===== config.mk =====
export PLATFORM = sky130hd
export DESIGN_NAME = cache_trace_arbiter
export DESIGN_NICKNAME = d
export VERILOG_FILES = /design/src/rtl/cache_trace_arbiter.sv
export SDC_FILE = /design/constraint.sdc
export NUM_CORES = 1
export LEC_CHECK = 0
export ABC_AREA = 1
export CAP_MARGIN = 20
export CORE_UTILIZATION = 45
export DETAILED_ROUTE_END_ITERATION = 8
export HOLD_SLACK_MARGIN = 0.02
export PLACE_DENSITY = 0.84
export SLEW_MARGIN = 20
export SYNTH_ARGS = -nofsm -noshare
export SYNTH_HDL_FRONTEND = slang
export SYNTH_SLANG_ARGS = --single-unit

===== constraint.sdc =====
create_clock -name clk -period 5.54 [get_ports clk]
set_clock_uncertainty 0.15 [all_clocks]
set_input_delay 0.554 -clock clk [delete_from_list [all_inputs] [get_ports clk]]
set_output_delay 0.554 -clock clk [all_outputs]
set_load 0.02 [all_outputs]

===== src/rtl/cache_trace_arbiter.sv =====
// Round-robin arbiter sharing the cache-model trace port among NUM_REQ address sources.
// One access in flight: accept, one-cycle issue strobe, wait for updated or timeout, report.
module cache_trace_arbiter #(
   parameter int NUM_REQ = 4,
   parameter int ADDR_W  = 32,
   parameter int TIMEOUT = 255,
   parameter int CNT_W   = 10,
   localparam int ID_W   = (NUM_REQ > 1) ? $clog2(NUM_REQ) : 1
) (
   input  logic                      clk,
   input  logic                      reset,
   input  logic [NUM_REQ-1:0]        req_valid,
   input  logic [NUM_REQ*ADDR_W-1:0] req_addr,
   output logic [NUM_REQ-1:0]        req_ready,
   output logic                      trace_ready,
   output logic [ADDR_W-1:0]         mem_addr,
   input  logic                      updated,
   output logic                      busy,
   output logic [ID_W-1:0]           grant_id,
   output logic                      done_valid,
   output logic [ID_W-1:0]           done_id,
   output logic                      done_err,
   output logic                      timeout_err,
   output logic [CNT_W-1:0]          issued_count
);

   localparam int WAIT_W = 8;

   typedef enum logic [1:0] {S_IDLE, S_ISSUE, S_WAIT} state_t;

   state_t              state_q, state_d;
   logic [ID_W-1:0]     last_grant_q, last_grant_d;
   logic [ADDR_W-1:0]   mem_addr_q, mem_addr_d;
   logic [ID_W-1:0]     grant_id_q, grant_id_d;
   logic [WAIT_W-1:0]   wait_cnt_q, wait_cnt_d;
   logic                trace_ready_q, trace_ready_d;
   logic                busy_q, busy_d;
   logic                done_valid_q, done_valid_d;
   logic [ID_W-1:0]     done_id_q, done_id_d;
   logic                done_err_q, done_err_d;
   logic                timeout_err_q, timeout_err_d;
   logic [CNT_W-1:0]    issued_count_q, issued_count_d;

   logic                win_found;
   logic [ID_W-1:0]     win_id;
   logic [ADDR_W-1:0]   win_addr;

   // Search starts just after the last winner and wraps, giving rotating priority.
   always_comb begin
      int unsigned idx;
      win_found = 1'b0;
      win_id    = '0;
      win_addr  = '0;
      for (int unsigned k = 1; k <= NUM_REQ; k++) begin
         idx = (32'(last_grant_q) + k) % NUM_REQ;
         if (!win_found && req_valid[idx]) begin
            win_found = 1'b1;
            win_id    = ID_W'(idx);
            win_addr  = req_addr[idx*ADDR_W +: ADDR_W];
         end
      end
   end

   always_comb begin
      req_ready = '0;
      if (state_q == S_IDLE && win_found) begin
         req_ready = NUM_REQ'(1) << win_id;
      end
   end

   always_comb begin
      state_d        = state_q;
      last_grant_d   = last_grant_q;
      mem_addr_d     = mem_addr_q;
      grant_id_d     = grant_id_q;
      wait_cnt_d     = wait_cnt_q;
      trace_ready_d  = 1'b0;
      done_valid_d   = 1'b0;
      done_id_d      = done_id_q;
      done_err_d     = 1'b0;
      timeout_err_d  = timeout_err_q;
      issued_count_d = issued_count_q;
      case (state_q)
         S_IDLE: begin
            if (win_found) begin
               state_d       = S_ISSUE;
               mem_addr_d    = win_addr;
               grant_id_d    = win_id;
               last_grant_d  = win_id;
               trace_ready_d = 1'b1;
            end
         end
         S_ISSUE: begin
            state_d    = S_WAIT;
            wait_cnt_d = '0;
            if (issued_count_q != '1) begin
               issued_count_d = issued_count_q + CNT_W'(1);
            end
         end
         S_WAIT: begin
            // updated wins over a coincident timeout
            if (updated) begin
               state_d      = S_IDLE;
               done_valid_d = 1'b1;
               done_id_d    = grant_id_q;
            end else if (wait_cnt_q == WAIT_W'(TIMEOUT - 1)) begin
               state_d       = S_IDLE;
               done_valid_d  = 1'b1;
               done_id_d     = grant_id_q;
               done_err_d    = 1'b1;
               timeout_err_d = 1'b1;
            end else begin
               wait_cnt_d = wait_cnt_q + WAIT_W'(1);
            end
         end
         default: state_d = S_IDLE;
      endcase
      busy_d = (state_d != S_IDLE);
   end

   always_ff @(posedge clk) begin
      if (reset) begin
         state_q        <= S_IDLE;
         last_grant_q   <= ID_W'(NUM_REQ - 1);
         mem_addr_q     <= '0;
         grant_id_q     <= '0;
         wait_cnt_q     <= '0;
         trace_ready_q  <= 1'b0;
         busy_q         <= 1'b0;
         done_valid_q   <= 1'b0;
         done_id_q      <= '0;
         done_err_q     <= 1'b0;
         timeout_err_q  <= 1'b0;
         issued_count_q <= '0;
      end else begin
         state_q        <= state_d;
         last_grant_q   <= last_grant_d;
         mem_addr_q     <= mem_addr_d;
         grant_id_q     <= grant_id_d;
         wait_cnt_q     <= wait_cnt_d;
         trace_ready_q  <= trace_ready_d;
         busy_q         <= busy_d;
         done_valid_q   <= done_valid_d;
         done_id_q      <= done_id_d;
         done_err_q     <= done_err_d;
         timeout_err_q  <= timeout_err_d;
         issued_count_q <= issued_count_d;
      end
   end

   assign trace_ready  = trace_ready_q;
   assign mem_addr     = mem_addr_q;
   assign busy         = busy_q;
   assign grant_id     = grant_id_q;
   assign done_valid   = done_valid_q;
   assign done_id      = done_id_q;
   assign done_err     = done_err_q;
   assign timeout_err  = timeout_err_q;
   assign issued_count = issued_count_q;

endmodule

# After elaboration in Yosys (flattened, before gate mapping)
# Cells that the tools add are included.
[classes]
addsub = 6
n_lt_le_gt_ge = 4
n_eq_ne = 6
n_shift = 5
n_mux = 33
bitwise = 3
n_reduce_logical = 19
[op_table]
columns = ["op", "n"]
rows = [
  ["128-bit by 8-bit variable part select with 32-bit output", 4],
  ["32-bit two-way mux", 4],
  ["2-bit two-way mux", 9],
  ["8-bit two-way mux", 2],
  ["8-bit case mux with 2 select lines", 1],
  ["2-bit by 3-bit less-than comparator with 1-bit output (second input constant)", 4],
  ["1-bit two-way mux", 11],
  ["10-bit by 1-bit adder with 10-bit output (second input constant)", 1],
  ["10-bit inequality test (second input constant)", 1],
  ["8-bit by 1-bit adder with 8-bit output (second input constant)", 1],
  ["1-bit binary-select mux with 2-bit select", 4],
  ["8-bit equality test (second input constant)", 1],
  ["2-bit case mux with 3 select lines", 1],
  ["2-bit AND reduction", 3],
  ["3-bit AND reduction", 2],
  ["2-bit nonzero test", 3],
  ["2-bit by 1-bit adder with 2-bit output (second input constant)", 2],
  ["2-bit adder (second input constant)", 2],
  ["1-bit logical AND", 4],
  ["4-bit two-way mux", 1],
  ["2-bit inequality test (second input constant)", 2],
  ["2-bit OR reduction", 2],
  ["1-bit by 2-bit left shift with 4-bit output (first input constant)", 1],
  ["1-bit logical NOT", 3],
  ["5 further kinds", 7],
]
[word_totals]
ff_bits = 63
wordCells = 88

# Depth between registers and ports, before layout
# Gate-level depths: netlist of run 1.
[logic_depth]
depth_word = 16
mapped_depth = 14
ltp_nobuf = 12

# Least setup slack after synthesis of run 1
# No wires, ideal clock.
[synth_timing]
path_kind = "input to output"
start = "input port req_valid[0]"
end = "output port req_ready[0]"
arrival_ns = 1.796
required_time_ns = 4.836
setup_slack_ns = 3.040
path_stages = 11
n_path_buf = 1
cell_sequence = "inv_1 -> nand2_1 -> nand2_1 -> o21ai_2 -> inv_2 -> nand3_4 -> nand2_2 -> buf_6 -> clkinv_2 -> nand2_1 -> a21oi_1"
[synth_between]
elab_chain_len = 14
word_cells_on_any_way = 25
classes_between = "shift: 1; mux: 17; reduce/logical: 7"
[synth_lines]
columns = ["item", "line_no", "text"]
rows = [
  ["from (decl)", "12", "input logic [NUM_REQ-1:0] req_valid,"],
  ["1-bit binary-select mux with 2-bit select", "56", "if (!win_found && req_valid[idx]) begin"],
  ["1-bit two-way mux (implied by the code)", "56", ""],
  ["1-bit two-way mux", "56", ""],
  ["1-bit logical NOT", "56", ""],
  ["1-bit logical AND", "56", ""],
  ["1-bit two-way mux", "56", ""],
  ["1-bit logical NOT", "56", ""],
  ["1-bit logical AND", "56", ""],
  ["1-bit two-way mux", "56", ""],
  ["1-bit logical NOT", "56", ""],
  ["1-bit logical AND", "56", ""],
  ["2-bit two-way mux / 1-bit two-way mux (equally long branches)", "56", ""],
  ["1-bit by 2-bit left shift with 4-bit output / 1-bit logical AND (equally long branches)", "67, 66", ""],
  ["4-bit two-way mux (*)", "66", "if (state_q == S_IDLE && win_found) begin"],
  ["to (decl)", "14", "output logic [NUM_REQ-1:0] req_ready,"],
]
# Every way passes the cells marked *; elsewhere a longest branch is shown, timed or not. The select of a mux whose other input is x is not followed.

# Worst setup path after layout of run 1
[layout_timing]
start = "register last_grant_q[0]"
end = "output port req_ready[3]"
[layout_between]
elab_chain_len = 15
word_cells_on_any_way = 29
classes_between = "add/sub: 4; shift: 1; mux: 17; reduce/logical: 7"
[layout_lines]
columns = ["item", "line_no", "text"]
rows = [
  ["from (decl)", "32", "logic [ID_W-1:0] last_grant_q, last_grant_d;"],
  ["from (signal assigned)", "124", "last_grant_q <= ID_W'(NUM_REQ - 1);"],
  ["from (signal assigned)", "137", "last_grant_q <= last_grant_d;"],
  ["2-bit by 1-bit adder with 2-bit output", "55", "idx = (32'(last_grant_q) + k) % NUM_REQ;"],
  ["1-bit binary-select mux with 2-bit select", "56", ""],
  ["1-bit two-way mux (implied by the code)", "56", ""],
  ["1-bit two-way mux", "56", ""],
  ["1-bit logical NOT", "56", ""],
  ["1-bit logical AND", "56", ""],
  ["1-bit two-way mux", "56", ""],
  ["1-bit logical NOT", "56", ""],
  ["1-bit logical AND", "56", ""],
  ["1-bit two-way mux", "56", ""],
  ["1-bit logical NOT", "56", ""],
  ["1-bit logical AND", "56", ""],
  ["2-bit two-way mux / 1-bit two-way mux (equally long branches)", "56", ""],
  ["1-bit by 2-bit left shift with 4-bit output / 1-bit logical AND (equally long branches)", "67, 66", ""],
  ["4-bit two-way mux (*)", "66", ""],
]
# Marks and branches as above.

==> flow_summary.json, run 1 <==
{
  "viasPerCell": 5.28,
  "die_w_um": 126,
  "start_util_pct": 45.8,
  "drtAntennaViolNets": 0,
  "rsz0062_at_grt": "no",
  "cts_buffer_depth": 2,
  "finalHoldViolations": 0,
  "report.power.total_w": 0.00477,
  "cts.clk_slew.worst_paths_ns": 0.06,
  "finalCritPeriodShare_pct": 90.6,
  "yosysTopAreaCell": "nand2_1",
  "antenna_found_initial": 0,
  "grt_overflow": 0,
  "grt_max_degree": 103,
  "yosysSeqAreaShare_pct": 18.2,
  "fin_crit_ns": 5.02,
  "cts_tree": "done",
  "portBuffers": 189,
  "rows": 45,
  "wl_mm": 22.0,
  "final_layout_size_suffix_gt1_share_pct": 5.06,
  "diodes": 0,
  "wire_per_inst_um": 13.2,
  "synth_ff_type": "dfxtp_1",
  "yosys.area.top_type_share_pct": 33.3,
  "tightest_slew_ns": 0.844,
  "tns_ns": 0,
  "synth_area_leaders": "nand2_1 33%, dfxtp_1 18%, o21ai_0 12%, nand3_1 8.8%, inv_1 5.1%",
  "clock_latency_ns": 0.34,
  "layout_commonest_cell": "nand2_1",
  "status": "complete, no violations",
  "yosysWarnings": 0,
  "clock-sinks": 63,
  "p_leak_nw": 4.20,
  "final_cell_mix": "615 x nand2_1, 189 x clkdlybuf4s50_1, 168 x o21ai_0, 122 x nand3_1, 93 x inv_1",
  "dr.pass1.iters": 5,
  "path_class": "reg -> out",
  "dp_hpwl_mm": 15.2,
  "cp_data_arrival_time_ns": 4.32,
  "synth_fp_nets": 1503,
  "nets": 1615,
  "die_area_um2": 15900,
  "core_um2": 15100,
  "finalWeightedCongestion": 0.886,
  "post-route-cell-area_um2": 8970,
  "grt_use_total_pct": 27.6,
  "synthCells": 1365,
  "synth.distinct_cells": 30,
  "syn-cell-area_um2": 6940,
  "async_reset_ff_share_pct": 0,
  "vdd_ir_drop_max_mv": 0.316,
  "worst_ep_required_time_ns": 4.84,
  "postLayoutCoreUtil_pct": 59.2,
  "grt_pass1_vias": 7736,
  "io_pins": 190,
  "setup_viol": 0,
  "postCtsSetupBuffers": 0,
  "drt-initial-drc-count": 620,
  "crit_fanout": 56,
  "synth_edf_count": 0,
  "area.growth.synth_to_final_pct": 29.2,
  "synth_seq_cells": 63,
  "grt_pass1_wl_mm": 35.9,
  "nFillCells": 1480,
  "cts_root_buffer": "clkbuf_16",
  "hold_class": "reg -> reg",
  "powerDensity_nw_per_um2": 532,
  "maxSlewViolCount": 0,
  "num_vias": 8824,
  "cp-start-kind": "flop",
  "maxSlewHeadroom_pct": 43.6,
  "avgSynthCellArea_um2": 5.09,
  "cp-end-kind": "output port",
  "max_freq_mhz": 199,
  "post-route-drc-count": 0,
  "cts_htree_levels": 3,
  "postPlaceCellArea_um2": 8690,
  "die-height_um": 126,
  "drv_cap": 0,
  "cts_buffers": 9
}
## Yosys cell counts, types with 2 or more instances
cell,instances
nor2_1,84
buf_6,6
clkbuf_1,39
xnor2_1,2
nor3_1,2
nand2_1,616
nand2_2,4
buf_1,11
ha_1,3
inv_1,94
buf_4,4
or2_2,33
inv_2,3
xor2_1,3
nand4_1,36
dfxtp_1,63
buf_2,37
nand3_1,122
a21oi_1,25
o21ai_0,168
## flip-flops by register name, summed over array words and instances, names as in the netlist
| register | count |
|---|---|
| mem_addr | 32 |
| issued_count | 10 |
| wait_cnt_q | 8 |
| done_id | 2 |
| grant_id | 2 |
| last_grant_q | 2 |
| state_q | 2 |
| busy | 1 |
| done_err | 1 |
| done_valid | 1 |
| timeout_err | 1 |
| trace_ready | 1 |
## power by group
part	internal (W)	leakage, nW	total, W	switching, W
combinational	0.00117	3.56	0.00357	0.00240
clock	0.000300	0.124	0.000519	0.000219
sequential	0.000582	0.518	0.000689	0.000107
total	0.00205	4.20	0.00477	0.00273
## layer usage
layer / track usage [%] / share of wire, % / vias up
met4: 11.6 / 2.8 / 0
met3: 3.48 / 6.7 / 47
met2: 46.9 / 47 / 357
met5: 0 / 0 / -
li1: - / - / 4543
met1: 34.9 / 44 / 3877
## path summary, 6_finish.rpt
kind | from | endpoint | slack (ns) | cells after the start
worst max-delay path | last_grant_q[0]$_SDFFE_PP1P_ | req_ready[3] | 0.52 | 12
worst min-delay path | timeout_err$_SDFFE_PP0P_ | timeout_err$_SDFFE_PP0P_ | 0.31 | 1
worst max register to register | last_grant_q[0]$_SDFFE_PP1P_ | last_grant_q[1]$_SDFFE_PP1P_ | 1.83 | 11
worst min register to register | timeout_err$_SDFFE_PP0P_ | timeout_err$_SDFFE_PP0P_ | 0.31 | 1
## layout make-up
class | count | area, um^2 | share of cell area, %
multi-input combinational | 1107 | 4870 | 54.3
timing repair buffer | 197 | 1950 | 21.8
inverter | 99 | 377 | 4.20
sequential | 63 | 1270 | 14.1
clock inverter | 6 | 37.5 | 0.419
clock buffer | 10 | 229 | 2.55
tap | 188 | 235 | 2.62
## metrics by stage
| step | instances | setup WS [ns] | hold slack, ns |
|---|---|---|---|
| 2_1_floorplan | 1365 | 3.04 | 0.309 |
| 5_1_grt | 1670 | 0.191 | 0.335 |
| 6_report | 1670 | 0.521 | 0.312 |
| 3_3_place_gp | 1653 | 0.674 | 0.285 |
| 4_1_cts | 1669 | 0.182 | 0.313 |
| 3_5_place_dp | 1653 | 0.545 | 0.298 |
## critical path, cell delays in order, from the launching register on
cell and delay, ns:
dfxtp_4 0.65, clkinv_2 0.48, nand2_1 0.19, nand2_2 0.10
nand2_1 0.09, nand2_2 0.07, inv_2 0.47, nand3_4 0.44
nand2_4 0.54, clkinv_2 0.18, nand3_1 0.14, nor2_1 0.06
clkdlybuf4s50_1 0.53
## cell families after synthesis
family | after synthesis | share of synthesized area (%)
simple gates | 902 | 54.3
buf+inv | 196 | 12.2
fa+ha+maj | 3 | 0.541
flops | 63 | 18.2
xor+xnor | 5 | 0.631
compound gates | 196 | 14.2
## timing repair
| action | 4_1_cts | 5_1_grt |
|---|---|---|
| resized for setup | 0 | 1 |
| hold buffers | 0 | 0 |
| hold endpoints to repair | 0 | 0 |
| endpoints found under the setup margin | 0 | 4 |
No activity file was read; power rests on OpenSTA's default activity.
==> inputs of run 2 (changes only) <==
--- a/config.mk
+++ b/config.mk
@@ -11,7 +11,7 @@
 export DETAILED_ROUTE_END_ITERATION = 8
 export HOLD_SLACK_MARGIN = 0.02
 export PLACE_DENSITY = 0.84
-export SLEW_MARGIN = 20
+export SLEW_MARGIN = 10
 export SYNTH_ARGS = -nofsm -noshare
 export SYNTH_HDL_FRONTEND = slang
 export SYNTH_SLANG_ARGS = --single-unit
==> results of run 2 <==
No change in the layout: final DEF, timing and power equal those of run 1.
==> inputs of run 3 (changes only) <==
--- a/config.mk
+++ b/config.mk
@@ -7,10 +7,10 @@
 export LEC_CHECK = 0
 export ABC_AREA = 1
 export CAP_MARGIN = 20
-export CORE_UTILIZATION = 45
+export CORE_UTILIZATION = 54
 export DETAILED_ROUTE_END_ITERATION = 8
 export HOLD_SLACK_MARGIN = 0.02
-export PLACE_DENSITY = 0.84
+export PLACE_DENSITY = 0.95
 export SLEW_MARGIN = 10
 export SYNTH_ARGS = -nofsm -noshare
 export SYNTH_HDL_FRONTEND = slang
==> flow_summary.json, run 3 (synthesis results as in run 1) <==
{
  "die-height_um": 115,
  "status": "complete, no violations",
  "final_layout_size_suffix_gt1_share_pct": 5.38,
  "grt_use_total_pct": 34.3,
  "largest_register_ff_count": 32,
  "finalWeightedCongestion": 0.893,
  "cts_htree_levels": 3,
  "cp_num_buf_inv": 5,
  "path_delay_family": "buffers and inverters",
  "p_leak_nw": 4.25,
  "die_area_um2": 13300,
  "rsz0062_at_grt": "no",
  "grt_overflow": 0,
  "post-route-cell-area_um2": 9020,
  "report.power.total_w": 0.00488,
  "cp_data_arrival_time_ns": 4.40,
  "area.growth.synth_to_final_pct": 29.9,
  "setup_viol": 0,
  "maxSlewViolCount": 0,
  "wire_per_inst_um": 13.8,
  "clock_latency_ns": 0.34,
  "maxSlewHeadroom_pct": 32.5,
  "path_class": "reg -> out",
  "path_cells": "buf_6 > nand2_1 > nand2_2 > buf_6 > nand2_1 > nand2_2 > clkinv_2 > nand3_4 > nand2_4 > clkinv_2 > nand2_1 > a21oi_1 > clkdlybuf4s50_1",
  "cts_buffer_depth": 2,
  "cts-hold-fix-buffers": 0,
  "grt_max_degree": 87,
  "drv_cap": 0,
  "tightest_slew_ns": 1.01,
  "drtAntennaViolNets": 0,
  "grt_pass1_vias": 8111,
  "finalHoldViolations": 0,
  "hold_class": "reg -> reg",
  "diodes": 0,
  "max_freq_mhz": 196,
  "crit_top_cell": "nand2_1",
  "finalCritPeriodShare_pct": 92.2,
  "post-route-drc-count": 0,
  "io_pins": 190,
  "wl_mm": 22.8,
  "cts_buffers": 9,
  "num_vias": 9202,
  "crit_fanout": 70,
  "worst_ep_required_time_ns": 4.84,
  "cts_root_buffer": "clkbuf_16",
  "clock-sinks": 63,
  "powerDensity_nw_per_um2": 541,
  "nets": 1619,
  "start_util_pct": 55.2,
  "die_w_um": 115,
  "dr.pass1.iters": 6,
  "postPlaceCellArea_um2": 8680,
  "antenna_found_initial": 0,
  "cp-end-kind": "output port",
  "dp_hpwl_mm": 15.1,
  "grt_pass1_wl_mm": 36.5,
  "portBuffers": 189,
  "final_cell_mix": "615 x nand2_1, 189 x clkdlybuf4s50_1, 168 x o21ai_0, 122 x nand3_1, 94 x inv_1",
  "cp-start-kind": "flop",
  "fin_crit_ns": 5.11,
  "crit_path_top_delay_cell": "clkdlybuf4s50_1",
  "core_um2": 12600,
  "tns_ns": 0,
  "drt-initial-drc-count": 1303,
  "vdd_ir_drop_max_mv": 0.351,
  "cts.clk_slew.worst_paths_ns": 0.06,
  "viasPerCell": 5.55,
  "cts_tree": "done",
  "crit_path_max_incr_delay_ns": 0.62,
  "layout_commonest_cell": "nand2_1",
  "rows": 41
}
run 3: path summary, 6_finish.rpt:
| check | start | end | slack (ns) | cells past startpoint |
|---|---|---|---|---|
| worst max-delay path | last_grant_q[0]$_SDFFE_PP1P_ | req_ready[0] | 0.43 | 13 |
| worst min-delay path | timeout_err$_SDFFE_PP0P_ | timeout_err$_SDFFE_PP0P_ | 0.32 | 1 |
| worst max register to register | last_grant_q[0]$_SDFFE_PP1P_ | last_grant_q[0]$_SDFFE_PP1P_ | 1.66 | 12 |
| worst min register to register | timeout_err$_SDFFE_PP0P_ | timeout_err$_SDFFE_PP0P_ | 0.32 | 1 |
run 3: worst register-to-register path: cells and delay by family (launching register included):
family | cells | cell delay [ns]
buffers and inverters | 4 | 1.55
DFF | 1 | 0.57
AOI/OAI and AO/OA | 2 | 0.26
and+or+nand+nor | 6 | 1.22
run 3: cell type report:
| class | count | area, um^2 |
|---|---|---|
| repair buffers | 200 | 2000 |
| inverters | 99 | 378 |
| clock buffers | 10 | 239 |
| flip-flops and latches | 63 | 1270 |
| well taps | 172 | 215 |
| multi-input cells | 1108 | 4880 |
| fillers | 1053 | 3550 |
| clock inverters | 6 | 45.0 |
run 3: power by group:
part	switching, W	internal [W]
clock	0.000237	0.000317
combinational	0.00245	0.00119
sequential	0.000103	0.000582
run 3: stage by stage:
step	hold slack (ns)	setup WS, ns	std cells	util (%)
2_1_floorplan	0.309	3.04	1365	-
3_3_place_gp	0.299	0.428	1639	69.0
3_5_place_dp	0.301	0.312	1639	69.0
4_1_cts	0.319	0.146	1656	71.4
5_1_grt	0.342	0.186	1658	71.8
6_report	0.322	0.433	1658	71.8
run 3: what timing repair did:
| item | 4_1_cts | 5_1_grt |
|---|---|---|
| gates resized for setup | 0 | 5 |
| pin swaps | 1 | 1 |
| gates cloned | 1 | 1 |
| buffers inserted | 0 | 1 |
| endpoints found under the hold margin | 0 | 0 |
| setup endpoints to repair | 3 | 4 |
run 3: per-layer routing:
metal	GRT usage, %	routed length (um)
met5	0	0
met2	58.2	10900
met3	4.96	2210
met1	42.4	8880
met4	16.6	837
